**src/rtl/fetch_pkg.sv**
```systemverilog
// Shared constants and the queue entry layout for the fetch queue stage.
package fetch_pkg;

  localparam int FETCH_DATA_W = 16;
  localparam int FETCH_ADDR_W = 16;
  localparam int INSTR_BYTES  = FETCH_DATA_W / 8;

  localparam logic [FETCH_DATA_W-1:0] NOP_INSTR  = 16'h0800;
  localparam logic [FETCH_DATA_W-1:0] HALT_INSTR = 16'h0000;

  typedef struct packed {
    logic [FETCH_ADDR_W-1:0] pc;
    logic [FETCH_ADDR_W-1:0] next_pc;
    logic [FETCH_DATA_W-1:0] instr;
  } fetch_entry_t;

endpackage

```
**src/rtl/fetch_queue_stage_if.sv**
```systemverilog
// Bus bundle for the fetch queue stage: control, imem handshake and decode-side queue head.
interface fetch_queue_stage_if #(
  parameter int DATA_W = 16,
  parameter int ADDR_W = 16,
  parameter int DEPTH  = 4
);
  localparam int CNT_W = $clog2(DEPTH) + 1;

  logic              redirect;
  logic [ADDR_W-1:0] redirect_pc;
  logic              halt;

  logic              imem_req;
  logic [ADDR_W-1:0] imem_addr;
  logic              imem_ready;
  logic              imem_rsp_valid;
  logic [DATA_W-1:0] imem_rsp_data;

  logic              out_valid;
  logic              out_ready;
  logic [DATA_W-1:0] out_instr;
  logic [ADDR_W-1:0] out_pc;
  logic [ADDR_W-1:0] out_next_pc;
  logic [CNT_W-1:0]  count;

  modport master (
    input  redirect, redirect_pc, halt,
    input  imem_ready, imem_rsp_valid, imem_rsp_data,
    input  out_ready,
    output imem_req, imem_addr,
    output out_valid, out_instr, out_pc, out_next_pc, count
  );

  modport slave (
    output redirect, redirect_pc, halt,
    output imem_ready, imem_rsp_valid, imem_rsp_data,
    output out_ready,
    input  imem_req, imem_addr,
    input  out_valid, out_instr, out_pc, out_next_pc, count
  );

endinterface

```
**src/rtl/fetch_fifo.sv**
```systemverilog
// DEPTH-entry circular buffer; pointers carry an extra wrap bit to tell full from empty.
module fetch_fifo #(
  parameter int W     = 48,
  parameter int DEPTH = 4
) (
  input  logic                       clk,
  input  logic                       rst,
  input  logic                       push,
  input  logic                       pop,
  input  logic                       flush,
  input  logic [W-1:0]               push_data,
  output logic [W-1:0]               head,
  output logic [$clog2(DEPTH):0]     count,
  output logic                       empty
);
  localparam int PTR_W = $clog2(DEPTH);

  logic [W-1:0]   mem_q [DEPTH];
  logic [PTR_W:0] wr_ptr_q, wr_ptr_d;
  logic [PTR_W:0] rd_ptr_q, rd_ptr_d;
  logic           full;
  logic           do_push;
  logic           do_pop;

  assign count   = wr_ptr_q - rd_ptr_q;
  assign empty   = (wr_ptr_q == rd_ptr_q);
  assign full    = (wr_ptr_q[PTR_W] != rd_ptr_q[PTR_W]) &&
                   (wr_ptr_q[PTR_W-1:0] == rd_ptr_q[PTR_W-1:0]);
  assign do_push = push & ~full & ~flush;
  assign do_pop  = pop & ~empty & ~flush;
  assign head    = mem_q[rd_ptr_q[PTR_W-1:0]];

  always_comb begin
    wr_ptr_d = wr_ptr_q;
    rd_ptr_d = rd_ptr_q;
    if (flush) begin
      wr_ptr_d = '0;
      rd_ptr_d = '0;
    end else begin
      if (do_push) wr_ptr_d = wr_ptr_q + 1'b1;
      if (do_pop)  rd_ptr_d = rd_ptr_q + 1'b1;
    end
  end

  always_ff @(posedge clk or posedge rst) begin
    if (rst) begin
      wr_ptr_q <= '0;
      rd_ptr_q <= '0;
    end else begin
      wr_ptr_q <= wr_ptr_d;
      rd_ptr_q <= rd_ptr_d;
    end
  end

  // Storage has no reset: validity is tracked purely by the pointers.
  always_ff @(posedge clk) begin
    if (do_push) mem_q[wr_ptr_q[PTR_W-1:0]] <= push_data;
  end

endmodule

```
**src/rtl/fetch_queue_stage.sv**
```systemverilog
// PC generation, single-outstanding imem request with epoch tagging, and a fetch queue to decode.
// Optional build macro FETCH_HALT_DETECT_EN: a fetched HALT opcode stops further issue until redirect.
module fetch_queue_stage #(
  parameter int                 DATA_W    = fetch_pkg::FETCH_DATA_W,
  parameter int                 ADDR_W    = fetch_pkg::FETCH_ADDR_W,
  parameter int                 DEPTH     = 4,
  parameter logic [ADDR_W-1:0]  RESET_PC  = '0,
  parameter logic [DATA_W-1:0]  NOP_INSTR = fetch_pkg::NOP_INSTR
) (
  input  logic                 clk,
  input  logic                 rst,
  fetch_queue_stage_if.master  bus
);
  import fetch_pkg::*;

  localparam int CNT_W   = $clog2(DEPTH) + 1;
  localparam int ENTRY_W = 2 * ADDR_W + DATA_W;
  localparam logic [ADDR_W-1:0] STEP = ADDR_W'(DATA_W / 8);

  logic [ADDR_W-1:0]  pc_q, pc_d;
  logic [ADDR_W-1:0]  req_addr_q, req_addr_d;
  logic               outstanding_q, outstanding_d;
  logic               epoch_q, epoch_d;
  logic               tag_q, tag_d;
  logic               halt_seen;

  logic               issue;
  logic               accept;
  logic               rsp_hit;
  logic               push;
  logic               pop;
  logic [ENTRY_W-1:0] push_entry;
  logic [ENTRY_W-1:0] head_entry;
  logic [CNT_W-1:0]   fifo_count;
  logic               fifo_empty;
  logic [CNT_W:0]     credit_use;

  // Count plus in-flight requests must stay below DEPTH so every response has a slot.
  assign credit_use = {1'b0, fifo_count} + {{CNT_W{1'b0}}, outstanding_q};
  assign issue   = ~rst & ~bus.halt & ~bus.redirect & ~halt_seen & ~outstanding_q &
                   (credit_use < (CNT_W + 1)'(DEPTH));
  assign accept  = issue & bus.imem_ready;
  assign rsp_hit = bus.imem_rsp_valid & outstanding_q;
  assign push    = rsp_hit & (tag_q == epoch_q) & ~bus.redirect;
  assign pop     = ~fifo_empty & bus.out_ready & ~bus.redirect;

  assign push_entry = {req_addr_q, req_addr_q + STEP, bus.imem_rsp_data};

  always_comb begin
    pc_d          = pc_q;
    req_addr_d    = req_addr_q;
    outstanding_d = outstanding_q;
    epoch_d       = epoch_q;
    tag_d         = tag_q;
    if (accept) begin
      pc_d          = pc_q + STEP;
      req_addr_d    = pc_q;
      outstanding_d = 1'b1;
      tag_d         = epoch_q;
    end else if (rsp_hit) begin
      outstanding_d = 1'b0;
    end
    // Redirect leaves outstanding alone: the stale response is still awaited, then dropped by tag.
    if (bus.redirect) begin
      pc_d    = bus.redirect_pc;
      epoch_d = ~epoch_q;
    end
  end

  always_ff @(posedge clk or posedge rst) begin
    if (rst) begin
      pc_q          <= RESET_PC;
      req_addr_q    <= '0;
      outstanding_q <= 1'b0;
      epoch_q       <= 1'b0;
      tag_q         <= 1'b0;
    end else begin
      pc_q          <= pc_d;
      req_addr_q    <= req_addr_d;
      outstanding_q <= outstanding_d;
      epoch_q       <= epoch_d;
      tag_q         <= tag_d;
    end
  end

`ifdef FETCH_HALT_DETECT_EN
  logic halt_seen_q, halt_seen_d;

  always_comb begin
    halt_seen_d = halt_seen_q;
    if (bus.redirect)
      halt_seen_d = 1'b0;
    else if (push && bus.imem_rsp_data == DATA_W'(HALT_INSTR))
      halt_seen_d = 1'b1;
  end

  always_ff @(posedge clk or posedge rst) begin
    if (rst) halt_seen_q <= 1'b0;
    else     halt_seen_q <= halt_seen_d;
  end

  assign halt_seen = halt_seen_q;
`else
  assign halt_seen = 1'b0;
`endif

  fetch_fifo #(
    .W     (ENTRY_W),
    .DEPTH (DEPTH)
  ) u_fifo (
    .clk       (clk),
    .rst       (rst),
    .push      (push),
    .pop       (pop),
    .flush     (bus.redirect),
    .push_data (push_entry),
    .head      (head_entry),
    .count     (fifo_count),
    .empty     (fifo_empty)
  );

  assign bus.imem_req    = issue;
  assign bus.imem_addr   = pc_q;
  assign bus.count       = fifo_count;
  assign bus.out_valid   = ~fifo_empty;
  assign bus.out_pc      = head_entry[ENTRY_W-1 -: ADDR_W];
  assign bus.out_next_pc = head_entry[DATA_W +: ADDR_W];
  assign bus.out_instr   = fifo_empty ? NOP_INSTR : head_entry[DATA_W-1:0];

endmodule

```
**src/flat_wrapper.sv**
```systemverilog
// flat-port wrapper written by rule: the top's interface ports become plain ports
module fetch_queue_stage_flat import fetch_pkg::*;
#(
  parameter int                 DATA_W    = fetch_pkg::FETCH_DATA_W,
  parameter int                 ADDR_W    = fetch_pkg::FETCH_ADDR_W,
  parameter int                 DEPTH     = 4,
  parameter logic [ADDR_W-1:0]  RESET_PC  = '0,
  parameter logic [DATA_W-1:0]  NOP_INSTR = fetch_pkg::NOP_INSTR
)
  (clk, rst, bus_redirect, bus_redirect_pc, bus_halt, bus_imem_ready, bus_imem_rsp_valid, bus_imem_rsp_data, bus_out_ready, bus_imem_req, bus_imem_addr, bus_out_valid, bus_out_instr, bus_out_pc, bus_out_next_pc, bus_count);
  fetch_queue_stage_if #(.DATA_W(DATA_W), .ADDR_W(ADDR_W), .DEPTH(DEPTH)) bus_i ();
  input  logic clk;
  input  logic rst;
  input wire logic [$bits(bus_i.redirect)-1:0] bus_redirect;
  input wire logic [$bits(bus_i.redirect_pc)-1:0] bus_redirect_pc;
  input wire logic [$bits(bus_i.halt)-1:0] bus_halt;
  input wire logic [$bits(bus_i.imem_ready)-1:0] bus_imem_ready;
  input wire logic [$bits(bus_i.imem_rsp_valid)-1:0] bus_imem_rsp_valid;
  input wire logic [$bits(bus_i.imem_rsp_data)-1:0] bus_imem_rsp_data;
  input wire logic [$bits(bus_i.out_ready)-1:0] bus_out_ready;
  output wire logic [$bits(bus_i.imem_req)-1:0] bus_imem_req;
  output wire logic [$bits(bus_i.imem_addr)-1:0] bus_imem_addr;
  output wire logic [$bits(bus_i.out_valid)-1:0] bus_out_valid;
  output wire logic [$bits(bus_i.out_instr)-1:0] bus_out_instr;
  output wire logic [$bits(bus_i.out_pc)-1:0] bus_out_pc;
  output wire logic [$bits(bus_i.out_next_pc)-1:0] bus_out_next_pc;
  output wire logic [$bits(bus_i.count)-1:0] bus_count;
  assign bus_i.redirect = bus_redirect;
  assign bus_i.redirect_pc = bus_redirect_pc;
  assign bus_i.halt = bus_halt;
  assign bus_i.imem_ready = bus_imem_ready;
  assign bus_i.imem_rsp_valid = bus_imem_rsp_valid;
  assign bus_i.imem_rsp_data = bus_imem_rsp_data;
  assign bus_i.out_ready = bus_out_ready;
  assign bus_imem_req = bus_i.imem_req;
  assign bus_imem_addr = bus_i.imem_addr;
  assign bus_out_valid = bus_i.out_valid;
  assign bus_out_instr = bus_i.out_instr;
  assign bus_out_pc = bus_i.out_pc;
  assign bus_out_next_pc = bus_i.out_next_pc;
  assign bus_count = bus_i.count;
  fetch_queue_stage #(.DATA_W(DATA_W), .ADDR_W(ADDR_W), .DEPTH(DEPTH), .RESET_PC(RESET_PC), .NOP_INSTR(NOP_INSTR)) u_core (.clk(clk), .rst(rst), .bus(bus_i));
endmodule
```
**config.mk**
```make
export PLATFORM = sky130hd
export DESIGN_NAME = fetch_queue_stage_flat
export DESIGN_NICKNAME = d
export VERILOG_FILES = /design/src/rtl/fetch_pkg.sv /design/src/rtl/fetch_queue_stage_if.sv /design/src/rtl/fetch_fifo.sv /design/src/rtl/fetch_queue_stage.sv /design/src/flat_wrapper.sv
export SDC_FILE = /design/constraint.sdc
export NUM_CORES = 1
export LEC_CHECK = 0
export BUFFER_PORTS_ARGS = -buffer_cell sky130_fd_sc_hd__buf_2
export CORE_MARGIN = 5
export CORE_UTILIZATION = 35
export CTS_CLUSTER_DIAMETER = 150
export CTS_CLUSTER_SIZE = 16
export DETAILED_ROUTE_END_ITERATION = 8
export GPL_TIMING_DRIVEN = 0
export HOLD_SLACK_MARGIN = 0.12
export PLACE_DENSITY = 0.66
export SLEW_MARGIN = 10
export SYNTH_ARGS = -nofsm -noshare
export SYNTH_HDL_FRONTEND = slang
export SYNTH_SLANG_ARGS = --single-unit
```
**constraint.sdc**
```tcl
create_clock -name clk -period 3.2 [get_ports clk]
set_input_delay 0.64 -clock clk [delete_from_list [all_inputs] [get_ports clk]]
set_output_delay 0.64 -clock clk [all_outputs]
set_load 0.02 [all_outputs]
```
# [After elaboration in Yosys (flattened, before gate mapping)]
# Memories as Yosys holds them, arrays and structs flattened.
# Cells that the tools add are included.
[classes] addsub=6 magnitude_cmp=1 eq_ne=4 mux=11 bitwise_logic=21 n_reduce_logical=5
[ops] operator="16-bit 2-to-1 mux" count=3
[ops] operator="16-bit by 2-bit adder with 16-bit output (second input constant)" count=2
[ops] operator="1-bit AND" count=14
[ops] operator="3-bit 2-to-1 mux" count=4
[ops] operator="2-bit nonzero test" count=4
[ops] operator="1-bit NOT" count=7
[ops] operator="3-bit by 1-bit adder with 3-bit output (second input constant)" count=2
[ops] operator="3-bit by 1-bit adder with 4-bit output" count=1
[ops] operator="4-bit by 3-bit less-than comparator with 1-bit output (second input constant)" count=1
[ops] operator="1-bit 2-to-1 mux" count=4
[ops] operator="3-bit == test" count=1
[ops] operator="3-bit subtractor" count=1
[ops] operator="2-bit == test" count=1
[ops] operator="1-bit == test" count=1
[ops] operator="1-bit logical AND" count=1
[ops] operator="1-bit != test" count=1
[totals] reg_bits=41 ram_bits=192 out_inout_bits=69 n_memories=1
[mem_list] name="u_core.u_fifo.mem_q" words=4 word_bits=48 read_ports=1 rd_clocked_by_memory_dff=0 wr=1 line="fetch_fifo.sv:18" rtl="logic [W-1:0] mem_q [DEPTH];"

# [Logic depth before layout (Yosys ltp)]
[logic_depth] ltp_word=8 mapped_depth=10 mapped_depth_nobuf=8

# [By module]
# Synthesis repeated with hierarchy kept, for this count alone.
[unflattened] hier_cells=533 area_unflattened_um2=9531.6
[by_module_without_submodules] mod="fetch_fifo" instances=1 cells_each=317 area_each_um2=7493.4 seq_area_each_um2=5915.7
[by_module_without_submodules] mod="fetch_queue_stage" instances=1 cells_each=216 area_each_um2=2038.2 seq_area_each_um2=875.8

# [Least setup slack after synthesis]
# No wires, ideal clock.
[synth_timing] path_kind="register to register" startpoint="register u_core.u_fifo.rd_ptr_q[1]" endpoint="memory u_core.u_fifo.mem_q[0][0] (enable)" setup_time_ps=409 t_arrival_ps=2940 required_ps=2791 setup_slack_ps=-149 path_stages_with_launch=8 n_path_buf=2 period_less_slack_ps=3349 path_cell_list="dfrtp_1 -> buf_1 -> clkbuf_1 -> inv_1 -> ha_1 -> nand2_1 -> o211a_1 -> and2_1"
[synth_via] elab_chain_cells=7
[synth_lines] element="start: declaration" line="fetch_fifo.sv:20" rtl="logic [PTR_W:0] rd_ptr_q, rd_ptr_d;"
[synth_lines] element="start signal: assignment" line="fetch_fifo.sv:51" rtl="rd_ptr_q <= rd_ptr_d;"
[synth_lines] element="2-bit == test" line="fetch_fifo.sv:28" rtl="(wr_ptr_q[PTR_W-1:0] == rd_ptr_q[PTR_W-1:0]);"
[synth_lines] element="1-bit logical AND" line="fetch_fifo.sv:27" rtl="assign full = (wr_ptr_q[PTR_W] != rd_ptr_q[PTR_W]) &&"
[synth_lines] element="1-bit NOT" line="fetch_fifo.sv:29" rtl="assign do_push = push & ~full & ~flush;"
[synth_lines] element="1-bit AND (2 in a row)" line="fetch_fifo.sv:29"
[synth_lines] element="1-bit 2-to-1 mux" line="fetch_fifo.sv:57" rtl="if (do_push) mem_q[wr_ptr_q[PTR_W-1:0]] <= push_data;"
[synth_lines] element="1-bit 2-to-1 mux (implied by the code)" line="fetch_fifo.sv:57"
[synth_lines] element="end: declaration" line="fetch_fifo.sv:18"
# No other way between the ends.

# [Worst setup path in the final report]
[layout_timing] startpoint="register u_core.u_fifo.rd_ptr_q[0]" endpoint="output port bus_out_pc[0]"
[layout_via] elab_chain_cells=1
[layout_lines] element="memory 4 x 48 bit"
[layout_lines] element="end: declaration" line="flat_wrapper.sv:25" rtl="output wire logic [$bits(bus_i.out_pc)-1:0] bus_out_pc;"
# No other way between the ends.

==> flow_metrics.tcl <==
set metrics [dict create \
    viasPerCell 5.03 \
    synth_top_area_share 0.609 \
    cts.path.max_buffers 3 \
    numPortBuffers 107 \
    gp_congestion 0.805 \
    num_vias 5072 \
    core.rowCount 59 \
    clk_pin_slew_worst_paths_ns 0.08 \
    fin_crit_ns 3.03 \
    synth.most_common_cell "edfxtp_1" \
    max_freq_mhz 330 \
    placedInstanceArea_sq_um 10300 \
    hold_depth 2 \
    synth_edf_count 188 \
    place_inst 975 \
    final_cells 1009 \
    worstRegToRegCells 8 \
    dieHeight_microns 173 \
    grt_pass1_vias 5269 \
    total_leakage_power_uw 0.00393 \
    yosysWarnings 0 \
    area_growth_pct 17.2 \
    ys_seq_area_frac 0.720 \
    setup_viol 0 \
    ant_nets 0 \
    nets 711 \
    drt_iter0_drc 342 \
    synthFlopType "edfxtp_1" \
    yosys-top-cells-area "edfxtp_1 (61%), mux4_2 (11%), dfrtp_1 (11%), nand2_1 (2.8%), xnor2_1 (1.3%)" \
    fill_cells 2329 \
    grt_overflow 0 \
    crit_type "reg2out" \
    synth_top_area_cell "edfxtp_1" \
    yosysUniqueCellTypes 47 \
    required_ns 2.56 \
    detail_route.wl_per_cell_microns 19.5 \
    cts_sinks 229 \
    async_flop_share 0.179 \
    rsz0062_at_grt "no" \
    cts-root-buf "clkbuf_16" \
    finalSetupTns_ns 0 \
    hpwl_mm 12.6 \
    synthTopCellsByCount "edfxtp_1 (188), nand2_1 (68), mux4_2 (47)" \
    synthesis.area_sq_um 9270 \
    core-area_sq_um 26100 \
    htree_levels 1 \
    ios 108 \
    ys_ff_latch 229 \
    crit_arrival_ns 2.39 \
    die_area_sq_um 29800 \
    drt-total-wl_mm 19.7 \
    holdCritPathClass "in2reg" \
    postSynthNetCount 580 \
    grt_usage 0.130 \
    die_width_microns 173 \
    cp_max_fo 10 \
    max-vdd-ir-drop_uv 287 \
    stdcell_area_sq_um 10900 \
    powerDensity_nw_per_um2 597 \
    min_period_over_period 0.947 \
    synthesis.instances 531 \
    hold_viol 0 \
    maxCapViolCount 0 \
    first_pass_iters 4 \
    syn_area_per_cell_sq_um 17.5 \
    drc 0 \
    slew_headroom 0.486 \
    numCtsBuffers 18 \
    slew_violations 0 \
    clock_latency_ns 0.49 \
    worst_pin_slew_ns 0.770 \
    grt_max_degree 48 \
    drive_above_1_share 0.304 \
    antenna_found_initial 1 \
    fin_skew_ns 0.0224 \
    critPathCaptureType "output port" \
    tritoncts "built" \
    diodes 0 \
    run_status "completed" \
    grt_first_pass_wirelength_mm 31.0 \
    crit_path_start_kind "flop" \
    start_util 0.356 \
]
[metrics by stage]
step / power (uW) / hold slack, ns / setup WS (ns) / utilization
final: 6490 / 0.358 / 0.170 / 0.417
after global routing: 6780 / 0.358 / 0.00228 / 0.417
after CTS: 6570 / 0.340 / 0.00577 / 0.417
after detailed placement: 4450 / 0.494 / -1.19 / 0.394
after global placement: 4420 / 0.483 / -1.37 / 0.393
after floorplan: 4130 / 0.467 / 0.138 / -
[registers in the layout (all words and copies together) (netlist names)]
signal	count
u_core.u_fifo.wr_ptr_q	3
u_core.tag_q	1
u_core.epoch_q	1
u_core.req_addr_q	16
u_core.outstanding_q	1
u_core.u_fifo.rd_ptr_q	3
u_core.bus.imem_addr	16
u_core.u_fifo.mem_q	188
[report_power, final]
part           switching (uW)  internal (uW)  total [uW]
Combinational             425            285         709
Sequential                209           3470        3680
Clock                     985           1120        2100
[worst paths after layout]
| path | startpoint | to | slack (ns) |
|---|---|---|---|
| setup reg to reg | u_core.u_fifo.wr_ptr_q[0]$_DFFE_PP0P_ | u_core.bus.imem_addr[14]$_DFFE_PP0P_ | 0.55 |
| max in group asynchronous | rst | u_core.u_fifo.rd_ptr_q[1]$_DFFE_PP0P_ | 2.04 |
| setup / recovery | u_core.u_fifo.rd_ptr_q[0]$_DFFE_PP0P_ | bus_out_pc[0] | 0.17 |
| hold / removal | bus_redirect_pc[10] | u_core.bus.imem_addr[10]$_DFFE_PP0P_ | 0.36 |
| min in group asynchronous | rst | u_core.bus.imem_addr[3]$_DFFE_PP0P_ | 0.68 |
| hold reg to reg | u_core.tag_q$_DFFE_PP0P_ | u_core.tag_q$_DFFE_PP0P_ | 0.52 |
[worst max-delay path, stage by stage (launching register included)]
cell	delay [ns]
dfrtp_1	0.47
buf_4	0.28
buf_4	0.27
mux4_2	0.58
buf_4	0.15
buf_2	0.15
[kinds of logic (layout without fill, tap and decap cells)]
group	Yosys count	in the layout	synth area share
fa+ha+maj	10	10	0.0143
xor+xnor	23	23	0.0234
simple gates	144	144	0.0764
flops	229	229	0.720
mux	54	54	0.122
buf+inv	36	179	0.0166
compound gates	35	35	0.0278
[repair_timing]
item | 4_1_cts | 5_1_grt
pin swaps | 1 | 0
endpoints found under the hold margin | 11 | 0
gates resized for setup | 13 | 2
endpoints found under the setup margin | 229 | 2
hold buffers | 1 | 0
setup buffers | 2 | 0
[routing by layer]
metal / part of all wire / wire, microns / global-route usage
met2: 0.46 / 9110 / 0.205
met5: 0.00036 / 7 / 0
met3: 0.055 / 1080 / 0.0253
met1: 0.46 / 9110 / 0.188
met4: 0.017 / 337 / 0.0292
[layout by cell type (no fill, tap or decap), types with 2 or more instances in the layout]
master / instances
edfxtp_1: 188
buf_2: 113
nand2_1: 67
mux4_2: 47
dfrtp_1: 40
clkbuf_1: 21
clkbuf_16: 19
nor2b_1: 16
xnor2_1: 14
nor2_1: 14
nand3_1: 9
inv_1: 9
ha_1: 9
xor2_1: 8
nand4_1: 8
o21ai_0: 8
buf_4: 6
and3_1: 6
mux2i_1: 6
nor3_1: 6
a31oi_1: 5
a21o_1: 5
and4_1: 4
a221o_1: 4
inv_2: 3
a211o_1: 3
and2_4: 3
clkbuf_4: 2
nand2b_1: 2
o21bai_1: 2
a22oi_1: 2
buf_12: 2
[area by class of cell]
class | count | area [sq um] | share of cell area
clock inverters | 1 | 16.3 | 0.00150
clock buffers | 31 | 520 | 0.0479
inverters | 13 | 48.8 | 0.00449
multi-input cells | 266 | 2460 | 0.227
well taps | 335 | 419 | 0.0386
flip-flops and latches | 229 | 6670 | 0.614
repair buffers | 112 | 601 | 0.0553
plain buffers | 22 | 120 | 0.0111
No activity file was read; power rests on OpenSTA's default activity.
